**src/rtl/arbiter_pkg.sv**
```systemverilog
// arbiter_pkg: shared definitions for the weighted round-robin arbiter.
//   arb_state_t  - arbiter state encoding (IDLE=0, OWN=1)
//   sel_w()      - index width for a port count, never less than 1 bit
//   eff_weight() - burst credit for a programmed weight (0 behaves as 1)
package arbiter_pkg;

  typedef enum logic {
    IDLE = 1'b0,
    OWN  = 1'b1
  } arb_state_t;

  // $clog2(1) is 0, which would give a zero-width select; clamp to 1.
  function automatic int sel_w(input int n);
    return (n <= 1) ? 1 : $clog2(n);
  endfunction

  // A zero weight would otherwise produce a grant that could never
  // retire through done; give it a single-transfer burst instead.
  function automatic int unsigned eff_weight(input int unsigned w);
    return (w == 0) ? 1 : w;
  endfunction

endpackage

```
**src/rtl/rr_pick.sv**
```systemverilog
// rr_pick: combinational rotating-priority picker.
//   req    in  NUM_PORTS - request vector
//   base   in  SEL_W     - highest-priority index (must be < NUM_PORTS)
//   hit    out 1         - any request set
//   idx    out SEL_W     - first set bit at or above base, wrapping; 0 if none
//   onehot out NUM_PORTS - idx as one-hot; 0 if none
module rr_pick
  import arbiter_pkg::*;
#(
  parameter int NUM_PORTS = 6,
  parameter int SEL_W     = sel_w(NUM_PORTS)
) (
  input  logic [NUM_PORTS-1:0] req,
  input  logic [SEL_W-1:0]     base,
  output logic                 hit,
  output logic [SEL_W-1:0]     idx,
  output logic [NUM_PORTS-1:0] onehot
);

  localparam int SW1 = SEL_W + 1;

  logic [2*NUM_PORTS-1:0] dbl;
  logic [NUM_PORTS-1:0]   rot;
  logic [SEL_W:0]         off;
  logic [SEL_W:0]         sum;

  always_comb begin
    // Two copies back to back: shifting right by base leaves the
    // wrapped window req[base..N-1], req[0..base-1] in the low N bits.
    dbl = {req, req} >> base;
    rot = dbl[NUM_PORTS-1:0];
    hit = |rot;

    // Lowest set bit of the rotated window is the winner's offset.
    off = '0;
    for (int i = NUM_PORTS - 1; i >= 0; i--) begin
      if (rot[i]) off = SW1'(i);
    end

    // Undo the rotation; one extra bit keeps base+off from overflowing.
    sum = {1'b0, base} + off;
    if (sum >= SW1'(NUM_PORTS)) sum = sum - SW1'(NUM_PORTS);

    idx    = hit ? sum[SEL_W-1:0] : '0;
    onehot = '0;
    if (hit) onehot[idx] = 1'b1;
  end

endmodule

```
**src/rtl/wrr_arbiter.sv**
```systemverilog
// wrr_arbiter: weighted round-robin bus arbiter with burst credits.
// An owner keeps the bus for up to weight[p] completed transfers (done
// pulses) or until it drops its request; the next owner is chosen in the
// release cycle so handover costs no idle cycle.
//   clk     in  1                  - clock, rising edge
//   rst_n   in  1                  - async active-low reset
//   request in  NUM_PORTS          - per-master request, held while in use
//   weight  in  NUM_PORTS*WEIGHT_W - per-port burst length (0 acts as 1)
//   done    in  1                  - owner finished one transfer this cycle
//   grant   out NUM_PORTS          - one-hot owner, 0 when idle
//   select  out SEL_W              - owner index, 0 when idle
//   active  out 1                  - bus owned
module wrr_arbiter
  import arbiter_pkg::*;
#(
  parameter int NUM_PORTS = 6,
  parameter int WEIGHT_W  = 4,
  parameter int SEL_W     = sel_w(NUM_PORTS)
) (
  input  logic                          clk,
  input  logic                          rst_n,
  input  logic [NUM_PORTS-1:0]          request,
  input  logic [NUM_PORTS*WEIGHT_W-1:0] weight,
  input  logic                          done,
  output logic [NUM_PORTS-1:0]          grant,
  output logic [SEL_W-1:0]              select,
  output logic                          active
);

  arb_state_t state;

  logic [NUM_PORTS-1:0][WEIGHT_W-1:0] wt;
  logic [SEL_W-1:0]     ptr;
  logic [WEIGHT_W-1:0]  credit;
  logic [SEL_W-1:0]     nxt_base;
  logic [SEL_W-1:0]     base;
  logic                 rel;
  logic                 pick_hit;
  logic [SEL_W-1:0]     pick_idx;
  logic [NUM_PORTS-1:0] pick_oh;
  logic [WEIGHT_W-1:0]  load_credit;

  assign wt = weight;

  always_comb begin
    // Port after the current owner, wrapping at NUM_PORTS.
    nxt_base = (select == SEL_W'(NUM_PORTS - 1)) ? '0 : select + 1'b1;
    base     = (state == IDLE) ? ptr : nxt_base;
    // Request drop and last-credit done in the same cycle are one release.
    rel      = (state == OWN) &&
               (!request[select] || (done && credit == WEIGHT_W'(1)));
    load_credit = WEIGHT_W'(eff_weight(32'(wt[pick_idx])));
  end

  // Searching from owner+1 over the full request vector naturally places
  // the releasing port last, so it only re-wins when nobody else asks.
  rr_pick #(
    .NUM_PORTS (NUM_PORTS),
    .SEL_W     (SEL_W)
  ) u_pick (
    .req    (request),
    .base   (base),
    .hit    (pick_hit),
    .idx    (pick_idx),
    .onehot (pick_oh)
  );

  always_ff @(posedge clk or negedge rst_n) begin
    if (!rst_n) begin
      state  <= IDLE;
      grant  <= '0;
      select <= '0;
      active <= 1'b0;
      ptr    <= '0;
      credit <= '0;
    end else begin
      case (state)
        IDLE: begin
          if (pick_hit) begin
            state  <= OWN;
            grant  <= pick_oh;
            select <= pick_idx;
            active <= 1'b1;
            credit <= load_credit;
          end
        end
        OWN: begin
          if (rel) begin
            ptr <= nxt_base;
            if (pick_hit) begin
              grant  <= pick_oh;
              select <= pick_idx;
              credit <= load_credit;
            end else begin
              state  <= IDLE;
              grant  <= '0;
              select <= '0;
              active <= 1'b0;
              credit <= '0;
            end
          end else if (done && credit != '0) begin
            credit <= credit - 1'b1;
          end
        end
        default: state <= IDLE;
      endcase
    end
  end

endmodule

```
**config.mk**
```make
export PLATFORM = sky130hd
export DESIGN_NAME = wrr_arbiter
export DESIGN_NICKNAME = d
export VERILOG_FILES = /design/src/rtl/arbiter_pkg.sv /design/src/rtl/rr_pick.sv /design/src/rtl/wrr_arbiter.sv
export SDC_FILE = /design/constraint.sdc
export NUM_CORES = 1
export LEC_CHECK = 0
export ABC_CLOCK_PERIOD_IN_PS = 4800
export BUFFER_PORTS_ARGS = -buffer_cell sky130_fd_sc_hd__buf_2
export CAP_MARGIN = 15
export CORE_MARGIN = 2
export CORE_UTILIZATION = 53
export DETAILED_ROUTE_END_ITERATION = 12
export PLACE_DENSITY = 0.79
export SYNTH_ARGS = -nofsm -noshare
export SYNTH_HDL_FRONTEND = slang
export SYNTH_SLANG_ARGS = --single-unit
```
**constraint.sdc**
```tcl
create_clock -name clk -period 4.8 [get_ports clk]
set_clock_uncertainty 0.1 [all_clocks]
set_input_delay 0.24 -clock clk [delete_from_list [all_inputs] [get_ports clk]]
set_output_delay 0.24 -clock clk [all_outputs]
set_load 0.005 [all_outputs]
```
==> results of run 1 <==
==> flip-flops by register name, indices dropped and copies added (netlist names) <==
signal / cells
ptr: 3
credit: 4
grant: 6
select: 3
state: 1
active: 1
==> what timing repair did <==
action,4_1_cts,5_1_grt
resized for setup,0,11
hold buffers,1,0
endpoints found under the hold margin,18,0
setup endpoints to repair,0,4
setup buffers,0,6
==> metal layers <==
layer,vias up,global-route usage (%),share of wire [%]
met5,-,0,0
met4,0,4.17,1.1
met1,878,29.9,43
met2,71,44.1,50
met3,8,4.50,6.0
li1,948,-,-
==> cell type report <==
cell class,instances,area [um^2]
Multi-Input combinational cell,185,1310
Fill cell,298,1130
Sequential cell,18,453
Timing Repair Buffer,55,310
Tap cell,46,57.6
Inverter,10,41.3
Clock buffer,4,36.3
==> path summary, 6_finish.rpt <==
check	startpoint	end	slack, ns	cells after the start
max	select[0]	credit[0]	0.26	21
max reg2reg	select[0]	credit[0]	0.26	21
min in group asynchronous	rst_n	grant[0]	0.29	2
min	weight[0]	credit[0]	0.23	3
max in group asynchronous	rst_n	state	4.00	2
min reg2reg	ptr[0]	ptr[0]	0.42	2
==> placed cells by master, fill, tap and decap left out, drive strengths merged, types with 2 or more instances in the layout <==
cell and n:
a21oi 10, nand4 3, xnor2 3, nand2b 7, buf 54, a31oi 3, o21ai 21, o211ai 3
a211o 3, inv 9, clkbuf 4, mux2 7, a32oi 4, nand2 17, a31o 2, a22o 3
nor2 15, dfrtp 18, o31a 2, nor2b 2, mux2i 11, nand3 12, and2 2, o221ai 2
a21o 4, nor3b 2, a211oi 8, ha 7, nor4 2, nor3 6, a22oi 2, or3 2
and3 7, or2 2
==> metrics by stage <==
step | setup slack (ns) | TNS, ns | cell area (um^2) | cells | hold slack [ns]
final | 0.261 | 0 | 2210 | 318 | 0.233
after global routing | -0.00185 | -0.00185 | 2210 | 318 | 0.227
after CTS | 0.0557 | 0 | 2120 | 312 | 0.219
after detailed placement | 0.103 | 0 | 2080 | 307 | 0.0942
after global placement | 0.0911 | 0 | 2080 | 307 | 0.0909
after floorplan | 0.329 | 0 | 1840 | 226 | -0.156
==> logic make-up after synthesis <==
family / synth area share, %
AOI/OAI and AO/OA: 28.0
xor gates and xnor gates: 1.43
adders and majority gates: 5.84
buffers and inverters: 6.52
DFF: 24.5
muxes: 11.5
and+or+nand+nor: 22.3
==> worst max-delay path, delay by kind of cell (launching register included) <==
family                     cells  cell delay [ns]
AOI/OAI and AO/OA              9             1.79
buffers and inverters          3             0.35
adders and majority gates      2             0.82
muxes                          2             0.49
and+or+nand+nor                5             0.50
DFF                            1             0.39
==> impl_metrics.tcl, run 1 <==
set metrics [dict create \
    wl_per_cell_um 14.8 \
    hold_viol_final 0 \
    max-slew-margin-rel_pct 61.4 \
    antenna_found_initial 0 \
    grt_pass1_wl_mm 7.85 \
    synth_warnings 0 \
    critical_path_class "flop to flop" \
    clk_latency_ns 0.30 \
    grt_usage_pct 24.3 \
    drt_iter0_markers 162 \
    avgSynthCellArea_um2 8.15 \
    dpl.hpwl_mm 3.60 \
    status "completed" \
    drc 0 \
    path_clk_slew_ns 0.10 \
    dr.pass1.iters 4 \
    synth_area_leaders "dfrtp_1 (24%), mux2i_1 (6.0%), ha_1 (4.8%), mux2_2 (4.3%), o21ai_0 (3.5%)" \
    synthTopCellsByCount "dfrtp_1 (18), nand2_1 (17), nor2_1 (15), o21ai_0 (13), nand3_1 (12)" \
    die_h_um 63.0 \
    place_congestion 0.893 \
    antennaDiodeCount 0 \
    cts.path.max_buffers 2 \
    worstMarginPinSlew_ns 0.579 \
    layout-drive-gt1-share_pct 30.1 \
    setup_viol 0 \
    ioPinCount 43 \
    ys_async_sr_fraction_pct 100 \
    slew_viol_final 0 \
    worst_path_max_delay_cell "fa_2" \
    ys_types 52 \
    syn_area_um2 1840 \
    numClockSinks 18 \
    htreeDepth 1 \
    start_util_pct 55.2 \
    die_x_um 63.0 \
    endpoint_kind "flop" \
    core_um2 3340 \
    cts_tree "done" \
    required_ns 4.89 \
    grt_max_degree 19 \
    routed_wl_mm 4.71 \
    first_global_vias 1821 \
    period_share_pct 94.6 \
    utilization_pct 66.2 \
    area_delta_synth_final_pct 19.9 \
    synthCells 226 \
    max_freq_ghz 0.220 \
    max_stage_delay_ns 0.62 \
    ys_ff_latch 18 \
    port-buffer-count 42 \
    synth_top_area_cell "dfrtp_1" \
    cts_made_buffers 3 \
    critPathLaunchType "flop" \
    yosysMostFrequentCell "dfrtp_1" \
    num-nets-final 314 \
    period_minus_slack_ns 4.54 \
    maxCapViolCount 0 \
    synth_top_area_share_pct 24.5 \
    synth_edf_count 0 \
    cp.arrival_ns 4.63 \
    hold_class "primary input to flop" \
    rows 21 \
    num_vias 1905 \
    dieArea_um2 3960 \
    grt.overflow.total 0 \
    path_max_fanout 10 \
    postRouteAntennaNets 0 \
    yosys_most_used_dff "dfrtp_1" \
    synth_fp_nets 267 \
    yosysSeqAreaShare_pct 24.5 \
    cts_root_buf "clkbuf_4" \
    viasPerCell 5.99 \
    crit_chain "buf_4, nand3b_1, a31o_4, clkinv_2, nand3_1, nand3_2, nand2_1, o31ai_1, a31oi_1, a211oi_2, ha_1, inv_1, fa_2, nor2_1, mux2_2, mux2i_1, a211oi_1, a21oi_1, a211oi_2, a211oi_1, o31a_1" \
]
Power of run 1 is left out: the tool's default activity adds up to more than one toggle a clock period on the data nets, which glitch-free logic cannot reach.
==> inputs of run 2 (changes only) <==
==> constraint.sdc (replaced) <==
create_clock -name clk -period 4.8 [get_ports clk]
set_clock_uncertainty 0.1 [all_clocks]
set_input_delay 0.24 -clock clk [delete_from_list [all_inputs] [get_ports clk]]
set_output_delay 0.24 -clock clk [all_outputs]
set_load 0.05 [all_outputs]
==> impl_metrics.tcl, run 2 (synthesis results as in run 1) <==
set metrics [dict create \
    crit_top_cell "a211oi_1" \
    dieArea_um2 3960 \
    max-slew-margin-rel_pct 49.5 \
    cts_made_buffers 3 \
    largest_reg_flops 6 \
    reg_top3 "grant (6), credit (4)" \
    ff2ff_setup_slack_ns 0.20 \
    drt_iter0_markers 170 \
    num_vias 1933 \
    pre_cts_ws_ns 0.131 \
    ioPinCount 43 \
    reg2reg_depth 18 \
    first_global_vias 1690 \
    setup_ws_ns 0.202 \
    dr.pass1.iters 4 \
    hold_depth 3 \
    rows 21 \
    area_delta_synth_final_pct 18.7 \
    postPlaceCellArea_um2 2060 \
    cts_tree "done" \
    cp.arrival_ns 4.70 \
    cp_num_buf_inv 1 \
    wl_per_cell_um 15.2 \
    setup_viol 0 \
    numClockSinks 18 \
    critPathLaunchType "flop" \
    path_clk_slew_ns 0.11 \
    viasPerCell 6.12 \
    cts_root_buf "clkbuf_4" \
    final_area_um2 2190 \
    crit_chain "or3b_1, a31o_2, xnor2_1, o211ai_1, o31ai_1, a31oi_1, a211oi_1, ha_1, inv_1, fa_2, nor2_1, mux2_2, mux2i_1, a211oi_1, a21oi_1, a211oi_2, a211oi_1, o31a_1" \
    layout-drive-gt1-share_pct 28.9 \
    die_x_um 63.0 \
    grt_max_degree 24 \
    hold_viol_final 0 \
    place_congestion 0.908 \
    num-fill-cells 303 \
    start_util_pct 55.2 \
    slew_viol_final 0 \
    cts.path.max_buffers 2 \
    antenna_found_initial 0 \
    routed_wl_mm 4.80 \
    worstMarginPinSlew_ns 0.758 \
    htreeDepth 1 \
    grt_usage_pct 23.3 \
    critical_path_class "flop to flop" \
    port-buffer-count 42 \
    seqCellArea_um2 453 \
    max_stage_delay_ns 0.60 \
    endpoint_kind "flop" \
    cp.depth 18 \
    grt_pass1_wl_mm 7.55 \
    worst_path_max_delay_cell "fa_2" \
    largest_register "grant" \
    period_share_pct 95.8 \
    num-nets-final 312 \
    status "completed" \
    max_freq_ghz 0.217 \
    period_minus_slack_ns 4.60 \
    layout_commonest_cell "buf_2" \
    required_ns 4.90 \
    dpl.hpwl_mm 3.58 \
    drc 0 \
    crit_family "compound AO/OA/AOI/OAI gates" \
    maxCapViolCount 0 \
    clk_latency_ns 0.30 \
    grt.overflow.total 0 \
    hold_class "primary input to flop" \
    final_cell_mix "buf_2 (42), nand2_1 (17), dfrtp_1 (16), nor2_1 (15), o21ai_0 (13)" \
    antennaDiodeCount 0 \
    path_max_fanout 11 \
    core_um2 3340 \
    multi_input_area_um2 1300 \
    postRouteAntennaNets 0 \
    die_h_um 63.0 \
]
==> run 2: cell count changes in the layout (fill, tap and decap cells not counted), sizes merged <==
| cell | change |
|---|---|
| buf | -2 |
==> run 2: what timing repair did <==
| action | CTS | global route |
|---|---|---|
| hold endpoints to repair | 18 | 0 |
| resized for setup | 0 | 8 |
| endpoints found under the setup margin | 0 | 4 |
| hold buffers | 1 | 0 |
| buffers inserted | 0 | 6 |
==> run 2: cell type report <==
cell class,count,area share [%]
repair buffers,53,13.5
multi-input cells,185,59.6
well taps,46,2.63
flip-flops and latches,18,20.7
clock buffers,4,1.66
inverters,10,1.89
==> run 2: path summary, 6_finish.rpt <==
path / start / to
worst max-delay path: select[2] / credit[0]
worst min-delay path: weight[0] / credit[0]
worst max register to register: select[2] / credit[0]
worst min register to register: grant[0] / grant[0]
max in group asynchronous: rst_n / select[0]
min in group asynchronous: rst_n / active
==> run 2: routing by layer <==
metal / share of wire [%] / vias to the layer above / global-route usage, % / wire [um]
met5: 0 / - / 0 / 0
met2: 50 / 79 / 42.8 / 2420
met1: 43 / 900 / 28.6 / 2080
met3: 5.2 / 8 / 3.78 / 248
li1: - / 946 / - / -
met4: 1.0 / 0 / 4.44 / 49
==> run 2: tightest hold or removal path: cells and delay by family <==
| kind | cells | cell delay, ns |
|---|---|---|
| AO/OA/AOI/OAI | 2 | 0.29 |
| buffers and inverters | 1 | 0.08 |
==> run 2: through the flow <==
| stage | std cells | util [%] | TNS, ns | hold WS (ns) |
|---|---|---|---|---|
| after floorplan | 226 | - | 0 | -0.156 |
| after global placement | 305 | 61.8 | 0 | 0.0940 |
| after detailed placement | 305 | 61.8 | 0 | 0.0948 |
| after CTS | 310 | 63.2 | 0 | 0.226 |
| after global routing | 316 | 65.5 | -0.0179 | 0.248 |
| final | 316 | 65.5 | 0 | 0.227 |
Power of run 2 is left out for the same reason.
